### src/rtl/mtr_pwm_if.sv
// Speed command and H-bridge drive bundle between the steering stage and the
// motor PWM driver.
interface mtr_pwm_if;
    logic        go;
    logic [11:0] lft_speed;
    logic [11:0] rght_speed;
    logic        lft_fwd;
    logic        lft_rev;
    logic        rght_fwd;
    logic        rght_rev;
    logic        pwm_sync;

    modport master (
        output go, lft_speed, rght_speed,
        input  lft_fwd, lft_rev, rght_fwd, rght_rev, pwm_sync
    );

    modport slave (
        input  go, lft_speed, rght_speed,
        output lft_fwd, lft_rev, rght_fwd, rght_rev, pwm_sync
    );
endinterface

### src/rtl/mtr_pwm_drv.sv
// Two-wheel H-bridge PWM driver: edge-aligned 2048-clock PWM with dead time
// and a forced one-period coast gap on every direction reversal.
module mtr_pwm_drv #(
    parameter int unsigned DEADTIME = 8
) (
    input  logic      clk,
    input  logic      rst,
    mtr_pwm_if.slave  bus_io
);

    localparam int unsigned NumWheels = 2;
    localparam logic [11:0] MaxD      = 12'(2048 - 2 * DEADTIME);
    localparam logic [12:0] DeadT     = 13'(DEADTIME);

    typedef enum logic [1:0] {StCoast, StFwd, StRev, StGap} wheel_st_e;

    logic [10:0] cnt_q, cnt_d;
    logic        wrap;
    logic        sync_q, sync_d;

    logic [11:0] speed    [NumWheels];
    logic [11:0] mag      [NumWheels];
    logic [11:0] duty_new [NumWheels];
    logic        sign_new [NumWheels];
    logic [11:0] duty_q   [NumWheels];
    logic [11:0] duty_d   [NumWheels];
    wheel_st_e   st_q     [NumWheels];
    wheel_st_e   st_d     [NumWheels];
    logic        on       [NumWheels];
    logic        fwd_q    [NumWheels];
    logic        fwd_d    [NumWheels];
    logic        rev_q    [NumWheels];
    logic        rev_d    [NumWheels];

    assign speed[0] = bus_io.lft_speed;
    assign speed[1] = bus_io.rght_speed;

    assign wrap   = (cnt_q == 11'd2047);
    assign cnt_d  = cnt_q + 11'd1;
    assign sync_d = (cnt_d == 11'd0);

    // 12'h800 negates to itself, which reads as the unsigned magnitude 2048.
    always_comb begin
        for (int w = 0; w < NumWheels; w++) begin
            sign_new[w] = speed[w][11];
            mag[w]      = speed[w][11] ? (~speed[w] + 12'd1) : speed[w];
            duty_new[w] = (mag[w] > MaxD) ? MaxD : mag[w];
            duty_d[w]   = wrap ? duty_new[w] : duty_q[w];
        end
    end

    always_ff @(posedge clk) begin
        if (rst) begin
            cnt_q  <= 11'd0;
            sync_q <= 1'b0;
            for (int w = 0; w < NumWheels; w++) begin
                st_q[w]   <= StCoast;
                duty_q[w] <= 12'd0;
                fwd_q[w]  <= 1'b0;
                rev_q[w]  <= 1'b0;
            end
        end else begin
            cnt_q  <= cnt_d;
            sync_q <= sync_d;
            for (int w = 0; w < NumWheels; w++) begin
                st_q[w]   <= st_d[w];
                duty_q[w] <= duty_d[w];
                fwd_q[w]  <= fwd_d[w];
                rev_q[w]  <= rev_d[w];
            end
        end
    end

    // Direction decisions happen only at the wrap; go low coasts immediately.
    always_comb begin
        for (int w = 0; w < NumWheels; w++) begin
            st_d[w] = st_q[w];
            if (!bus_io.go) begin
                st_d[w] = StCoast;
            end else if (wrap) begin
                unique case (st_q[w])
                    StCoast, StGap: begin
                        if (duty_new[w] == 12'd0) st_d[w] = StCoast;
                        else                      st_d[w] = sign_new[w] ? StRev : StFwd;
                    end
                    StFwd: begin
                        if (duty_new[w] == 12'd0) st_d[w] = StCoast;
                        else                      st_d[w] = sign_new[w] ? StGap : StFwd;
                    end
                    StRev: begin
                        if (duty_new[w] == 12'd0) st_d[w] = StCoast;
                        else                      st_d[w] = sign_new[w] ? StRev : StGap;
                    end
                    default: st_d[w] = StCoast;
                endcase
            end
        end
    end

    always_comb begin
        for (int w = 0; w < NumWheels; w++) begin
            on[w]    = ({2'b00, cnt_q} >= DeadT) &&
                       ({2'b00, cnt_q} < (DeadT + {1'b0, duty_q[w]}));
            fwd_d[w] = on[w] && (st_q[w] == StFwd);
            rev_d[w] = on[w] && (st_q[w] == StRev);
        end
    end

    assign bus_io.lft_fwd  = fwd_q[0];
    assign bus_io.lft_rev  = rev_q[0];
    assign bus_io.rght_fwd = fwd_q[1];
    assign bus_io.rght_rev = rev_q[1];
    assign bus_io.pwm_sync = sync_q;

endmodule

### src/flat_wrapper.sv
// flat-port wrapper written by rule: the top's interface ports become plain ports
module mtr_pwm_drv_flat 
#(
    parameter int unsigned DEADTIME = 8
)
  (clk, rst, bus_io_go, bus_io_lft_speed, bus_io_rght_speed, bus_io_lft_fwd, bus_io_lft_rev, bus_io_rght_fwd, bus_io_rght_rev, bus_io_pwm_sync);
  mtr_pwm_if bus_io_i ();
  input  logic clk;
  input  logic rst;
  input wire logic [$bits(bus_io_i.go)-1:0] bus_io_go;
  input wire logic [$bits(bus_io_i.lft_speed)-1:0] bus_io_lft_speed;
  input wire logic [$bits(bus_io_i.rght_speed)-1:0] bus_io_rght_speed;
  output wire logic [$bits(bus_io_i.lft_fwd)-1:0] bus_io_lft_fwd;
  output wire logic [$bits(bus_io_i.lft_rev)-1:0] bus_io_lft_rev;
  output wire logic [$bits(bus_io_i.rght_fwd)-1:0] bus_io_rght_fwd;
  output wire logic [$bits(bus_io_i.rght_rev)-1:0] bus_io_rght_rev;
  output wire logic [$bits(bus_io_i.pwm_sync)-1:0] bus_io_pwm_sync;
  assign bus_io_i.go = bus_io_go;
  assign bus_io_i.lft_speed = bus_io_lft_speed;
  assign bus_io_i.rght_speed = bus_io_rght_speed;
  assign bus_io_lft_fwd = bus_io_i.lft_fwd;
  assign bus_io_lft_rev = bus_io_i.lft_rev;
  assign bus_io_rght_fwd = bus_io_i.rght_fwd;
  assign bus_io_rght_rev = bus_io_i.rght_rev;
  assign bus_io_pwm_sync = bus_io_i.pwm_sync;
  mtr_pwm_drv #(.DEADTIME(DEADTIME)) u_core (.clk(clk), .rst(rst), .bus_io(bus_io_i));
endmodule
### config.mk
export PLATFORM = sky130hd
export DESIGN_NAME = mtr_pwm_drv_flat
export DESIGN_NICKNAME = d
export VERILOG_FILES = /design/src/rtl/mtr_pwm_if.sv /design/src/rtl/mtr_pwm_drv.sv /design/src/flat_wrapper.sv
export SDC_FILE = /design/constraint.sdc
export NUM_CORES = 1
export LEC_CHECK = 0
export ABC_AREA = 1
export CORE_ASPECT_RATIO = 0.7
export CORE_UTILIZATION = 59
export DETAILED_ROUTE_END_ITERATION = 7
export PLACE_DENSITY = 0.9
export SYNTH_ARGS = -nofsm -noshare
export SYNTH_HDL_FRONTEND = slang
export SYNTH_SLANG_ARGS = --single-unit
export TNS_END_PERCENT = 30
### constraint.sdc
create_clock -name clk -period 2.57 [get_ports clk]
set_input_delay 0.514 -clock clk [delete_from_list [all_inputs] [get_ports clk]]
set_output_delay 0.514 -clock clk [all_outputs]
set_load 0.05 [all_outputs]
# [Word-level counts from Yosys, hierarchy flattened]
# Memory sizes are Yosys's and may differ from the RTL's.
# Cells that the tools add are included.
[totals] register_bits=12 ramBits=32 input_bits=27 out_inout_bits=5 elab_cells=81 mem_count=4
[op_classes] n_addsub=5 magnitude_cmp=5 eq_ne=7 n_mux=35 bitwise_logic=10 n_reduce_logical=13
[memory_table] name="u_core.duty_q" words=2 width=12 rd=2 rd_ports_with_merged_regs=0 wr=2 line="mtr_pwm_drv.sv:25" text="logic [11:0] duty_q [NumWheels];"
[memory_table] name="u_core.st_q" words=2 width=2 rd=2 rd_ports_with_merged_regs=0 wr=2 line="mtr_pwm_drv.sv:27" text="wheel_st_e st_q [NumWheels];"
[memory_table] name="u_core.fwd_q" words=2 width=1 rd=2 rd_ports_with_merged_regs=0 wr=2 line="mtr_pwm_drv.sv:30" text="logic fwd_q [NumWheels];"
[memory_table] name="u_core.rev_q" words=2 width=1 rd=2 rd_ports_with_merged_regs=0 wr=2 line="mtr_pwm_drv.sv:32" text="logic rev_q [NumWheels];"
[op_table] operator="2-to-1 mux 12 bit" count=8
[op_table] operator="2-to-1 mux 2 bit" count=16
[op_table] operator="adder 4 x 12 -> 13 bit, first input constant" count=2
[op_table] operator="< comparator 11 x 13 -> 1 bit" count=2
[op_table] operator="adder 12 x 1 -> 12 bit, second input constant" count=2
[op_table] operator="> comparator 12 x 11 -> 1 bit, second input constant" count=2
[op_table] operator="logical NOT 12 bit" count=2
[op_table] operator="inverter 12 bit" count=2
[op_table] operator="one-hot mux 2 bit (3 select lines)" count=2
[op_table] operator="adder 11 x 1 -> 11 bit, second input constant" count=1
[op_table] operator="equality test 11 bit, second input constant" count=1
[op_table] operator="greater-or-equal comparator 11 x 4 -> 1 bit, second input constant" count=1
[op_table] operator="logical NOT 11 bit" count=1
[op_table] operator="2-to-1 mux 1 bit" count=9
[op_table] operator="equality test 2 bit, second input constant" count=4
[op_table] operator="OR 1 bit" count=8
[op_table] operator="logical AND 1 bit" count=6
[op_table] operator="equality test 2 x 1 -> 1 bit, second input constant" count=2
[op_table] operator="logical NOT 2 bit" count=2
[op_table] operator="OR reduction 2 bit" count=2

# [Depth between registers and ports, before layout]
# Gate-level depths: netlist of the first run.
[logic_depth] depth_word=11 mapped_depth=16 ltp_nobuf=16

# [Worst setup path after synthesis of the first run]
# OpenSTA, ideal clock, no wires.
[synth_timing] path_kind="in2reg" startpoint="input port bus_io_lft_speed[0]" endpoint="memory u_core.duty_q[0][9]" setup_time_ns=0.113 arrival_ns=1.779 required_time_ns=2.457 path_slack_ns=0.678 stages=13 path_buffers=0 path_cell_list="inv_1 -> ha_1 -> or2_1 -> xor2_1 -> inv_2 -> nor2_1 -> nand2_1 -> nand2_1 -> nor2_1 -> nand2_2 -> nand2_1 -> o21ai_1 -> inv_1"
[synth_lines] element="from (decl)" line="flat_wrapper.sv:11" text="input wire logic [$bits(bus_io_i.lft_speed)-1:0] bus_io_lft_speed;"
[synth_lines] element="to (decl)" line="mtr_pwm_drv.sv:25"

==> results of run 1 <==
-- registers in the layout, summed over array words and instances (netlist names) --
register	count
u_core.rev_q	2
u_core.fwd_q	2
u_core.bus_io.pwm_sync	1
u_core.duty_q	24
u_core.st_q	4
u_core.cnt_q	11
-- final cells by class --
class                           instances  area [um^2]  area share (%)
Tap cell                               75         93.8            2.33
Multi-Input combinational cell        373         2230            55.5
Clock inverter                          3         47.5            1.18
Inverter                               84          320            7.95
Clock buffer                            5         68.8            1.71
Sequential cell                        44          881            21.9
Timing Repair Buffer                   39          383            9.51
-- Yosys cell counts, types with 13 or more instances --
library cell,n,area (um^2)
nand2_1,99,372
a21oi_2,13,114
nor2_1,44,165
inv_1,70,263
xor2_1,19,166
dfxtp_1,44,881
o21ai_0,16,80.1
a21oi_1,20,100
o21ai_1,17,85.1
inv_2,13,48.8
nand3_1,43,215
ha_1,32,400
-- worst max-delay path, stage by stage (launching register included) --
cell and delay [ns]:
dfxtp_1 0.41, nand3_1 0.14, nor2_1 0.21, nand2_1 0.10
xor2_1 0.15, ha_1 0.31, inv_1 0.05, nor3_1 0.17
o21ai_0 0.11, o311ai_0 0.13, nand3_1 0.12, nand2_1 0.08
nand2_1 0.05, nand2_1 0.15, nor2_1 0.06
-- power by group through the flow --
stage / logic (W) / clock network, W / registers, W
final: 0.000246 / 0.000564 / 0.000691
after global routing: 0.000271 / 0.000591 / 0.000691
after CTS: 0.000241 / 0.000563 / 0.000691
after detailed placement: 0.000238 / 0 / 0.000707
after global placement: 0.000228 / 0 / 0.000706
after floorplan: 0.000149 / 0 / 0.000705
-- worst max path at each step --
stage	startpoint	endpoint	slack (ns)	depth (start not counted)
after floorplan	bus_io_lft_speed[0]	u_core.duty_q[0][9]	0.68	13
after global placement	bus_io_lft_speed[0]	u_core.st_q[0][1]	0.08	12
after detailed placement	bus_io_rght_speed[0]	u_core.st_q[0][2]	-0.01	16
after CTS	u_core.duty_q[0][5]	u_core.fwd_q[0][0]	0.29	14
after global routing	u_core.duty_q[0][5]	u_core.fwd_q[0][0]	0.1	14
final	u_core.duty_q[0][5]	u_core.fwd_q[0][0]	0.24	14
-- metal layers --
| metal | vias up | global-route usage, % | share of wire, % |
|---|---|---|---|
| met5 | - | 0 | 0 |
| met4 | 0 | 8.33 | 1.4 |
| met3 | 19 | 5.82 | 6.7 |
| met2 | 137 | 44.7 | 45 |
| met1 | 1599 | 40.6 | 47 |
| li1 | 1741 | - | - |
-- per-stage QoR --
step	setup slack, ns	util, %	hold slack [ns]	area, um^2
CTS	0.286	70.0	0.476	4030
floorplan	0.678	-	0.430	3540
global route	0.0982	70.0	0.499	4030
global placement	0.0766	68.0	0.443	3910
finish	0.242	70.0	0.475	4030
detailed placement	-0.0134	68.0	0.461	3910
-- cells by family (layout without fill, tap and decap cells) --
| logic type | count (synthesis) | count (layout) | share of synthesized area [%] |
|---|---|---|---|
| AND/OR/NAND/NOR | 237 | 237 | 31.8 |
| flip-flops | 44 | 44 | 24.9 |
| XOR/XNOR | 22 | 22 | 5.44 |
| AO/OA/AOI/OAI | 82 | 82 | 14.5 |
| adder cells (fa/ha/maj) | 32 | 32 | 11.3 |
| buffers and inverters | 96 | 131 | 12.1 |
==> flow_summary_export.csv, run 1 <==
group,metric,value,unit
run_status,status,"complete, no violations",
placement,dp_hpwl,6610,um
worst_setup_path,rr_startpoint,"u_core.duty_q[0][5]",
clocking,path_clk_slew,0.10,ns
global_routing,grt.total_usage,29.0,%
yosys,ys_ff_latch,44,
yosys,synth_cell_type_count,41,
yosys,syn_avg_cell_area,6.91,um^2
sta,fin_skew,0.00917,ns
sta,maxSlewViolCount,0,
die,die_y,66.8,um
power_and_ir_drop,combPwrFrac,16.4,%
sta,slew-limit-headroom,65.1,%
yosys,yosys_warnings,0,
worst_setup_path,path_class,"flip-flop to flip-flop",
clocking,cts_buffers,5,
power_and_ir_drop,p_int,0.00108,W
yosys,synthArstFlopShare,0,%
sta,hold_viol,0,
worst_hold_path,hold_class,"flip-flop to flip-flop",
sta,period_needed,2.33,ns
sta,setup_viol,0,
global_routing,grt_pass1_vias,3132,
die,io_pins,32,
power_and_ir_drop,power_switching_share,28.2,%
die,start_util,61.6,%
cells_and_area,area_growth,13.7,%
cells_and_area,diodes,0,
cells_and_area,layout-drive-gt1-share,13.0,%
clocking,hold_buffers,0,
worst_hold_path,min_from,"u_core.duty_q[0][23]",
yosys,syn_nets,572,
detailed_routing,ant_nets,0,
clocking,cts.path.max_buffers,2,
worst_setup_path,cp_data_required_time,2.78,ns
placement,place.gp.congestion,0.889,
die,die_w,94.6,um
detailed_routing,num_vias,3496,
yosys,ys_seq_area_share,24.9,%
clocking,insertion_delay,0.31,ns
clocking,cts_setup_buffers,0,
die,rows,23,
global_routing,globalRouteOverflowTotal,0,
worst_hold_path,min_path_cells,2,
cells_and_area,layout_common_cells,"nand2_1, inv_1, nor2_1, dfxtp_1, nand3_1",
sta,rsz0062_at_grt,"false",
detailed_routing,via_per_inst,5.61,
die,design.core.area,5760,um^2
yosys,syn_inst,513,
yosys,synth_ff_type,"dfxtp_1",
detailed_routing,drt-pass1-iter-count,5,
detailed_routing,drt_iter0_drc,218,
worst_setup_path,r2r_cells,14,
power_and_ir_drop,clkPwrFrac,37.6,%
worst_setup_path,reg2reg_to,"u_core.fwd_q[0][0]",
sta,timing.fmax,0.430,GHz
global_routing,grt_antenna_before_repair,0,
global_routing,grt_pass1_wl,14300,um
clocking,clockRootBuffer,"clkbuf_8",
clocking,clock-sinks,44,
placement,port_buffers,31,
power_and_ir_drop,seqPwrFrac,46.1,%
cells_and_area,fin_nets,606,
worst_hold_path,min_to,"u_core.duty_q[0][23]",
worst_setup_path,cp-start-kind,"flip-flop",
detailed_routing,wl,8600,um
yosys,syn_area,3540,um^2
clocking,h-tree-depth,2,
clocking,cts_resized,0,
cells_and_area,stdcell_count,623,
power_and_ir_drop,power_leakage,1.87,nW
placement,dp_cells,615,
die,die-area,6320,um^2
worst_setup_path,path_max_fanout,4,
power_and_ir_drop,power,0.00150,W
worst_setup_path,ff2ff_setup_slack,0.24,ns
detailed_routing,drc,0,
cells_and_area,layout_commonest_cell,"nand2_1",
power_and_ir_drop,ir_drop,0.000199,V
global_routing,grt_max_degree,32,
worst_setup_path,end_kind,"flip-flop",
sta,worst_pin_slew,0.522,ns
sta,fin_crit_sh,90.6,%
cells_and_area,fillers,471,
flow_run,max_cap_viol_count,0,
power_and_ir_drop,p_switching,0.000424,W
clocking,cts_tree,"done",
detailed_routing,wl_per_cell,13.8,um
sta,setup_tns,0,ns
worst_setup_path,cp.arrival,2.54,ns
power_and_ir_drop,p_per_area,373,nW/um^2
yosys,synth_edf_count,0,
Note: power is estimated with default switching activity, not from simulation.
==> run 2: changes to the inputs <==
--- a/config.mk
+++ b/config.mk
@@ -8,6 +8,7 @@
 export ABC_AREA = 1
 export CORE_ASPECT_RATIO = 0.7
 export CORE_UTILIZATION = 59
+export CTS_CLUSTER_DIAMETER = 40
 export DETAILED_ROUTE_END_ITERATION = 7
 export PLACE_DENSITY = 0.9
 export SYNTH_ARGS = -nofsm -noshare
==> results of run 2 <==
Final layout, timing and power as in run 1 (identical DEF).
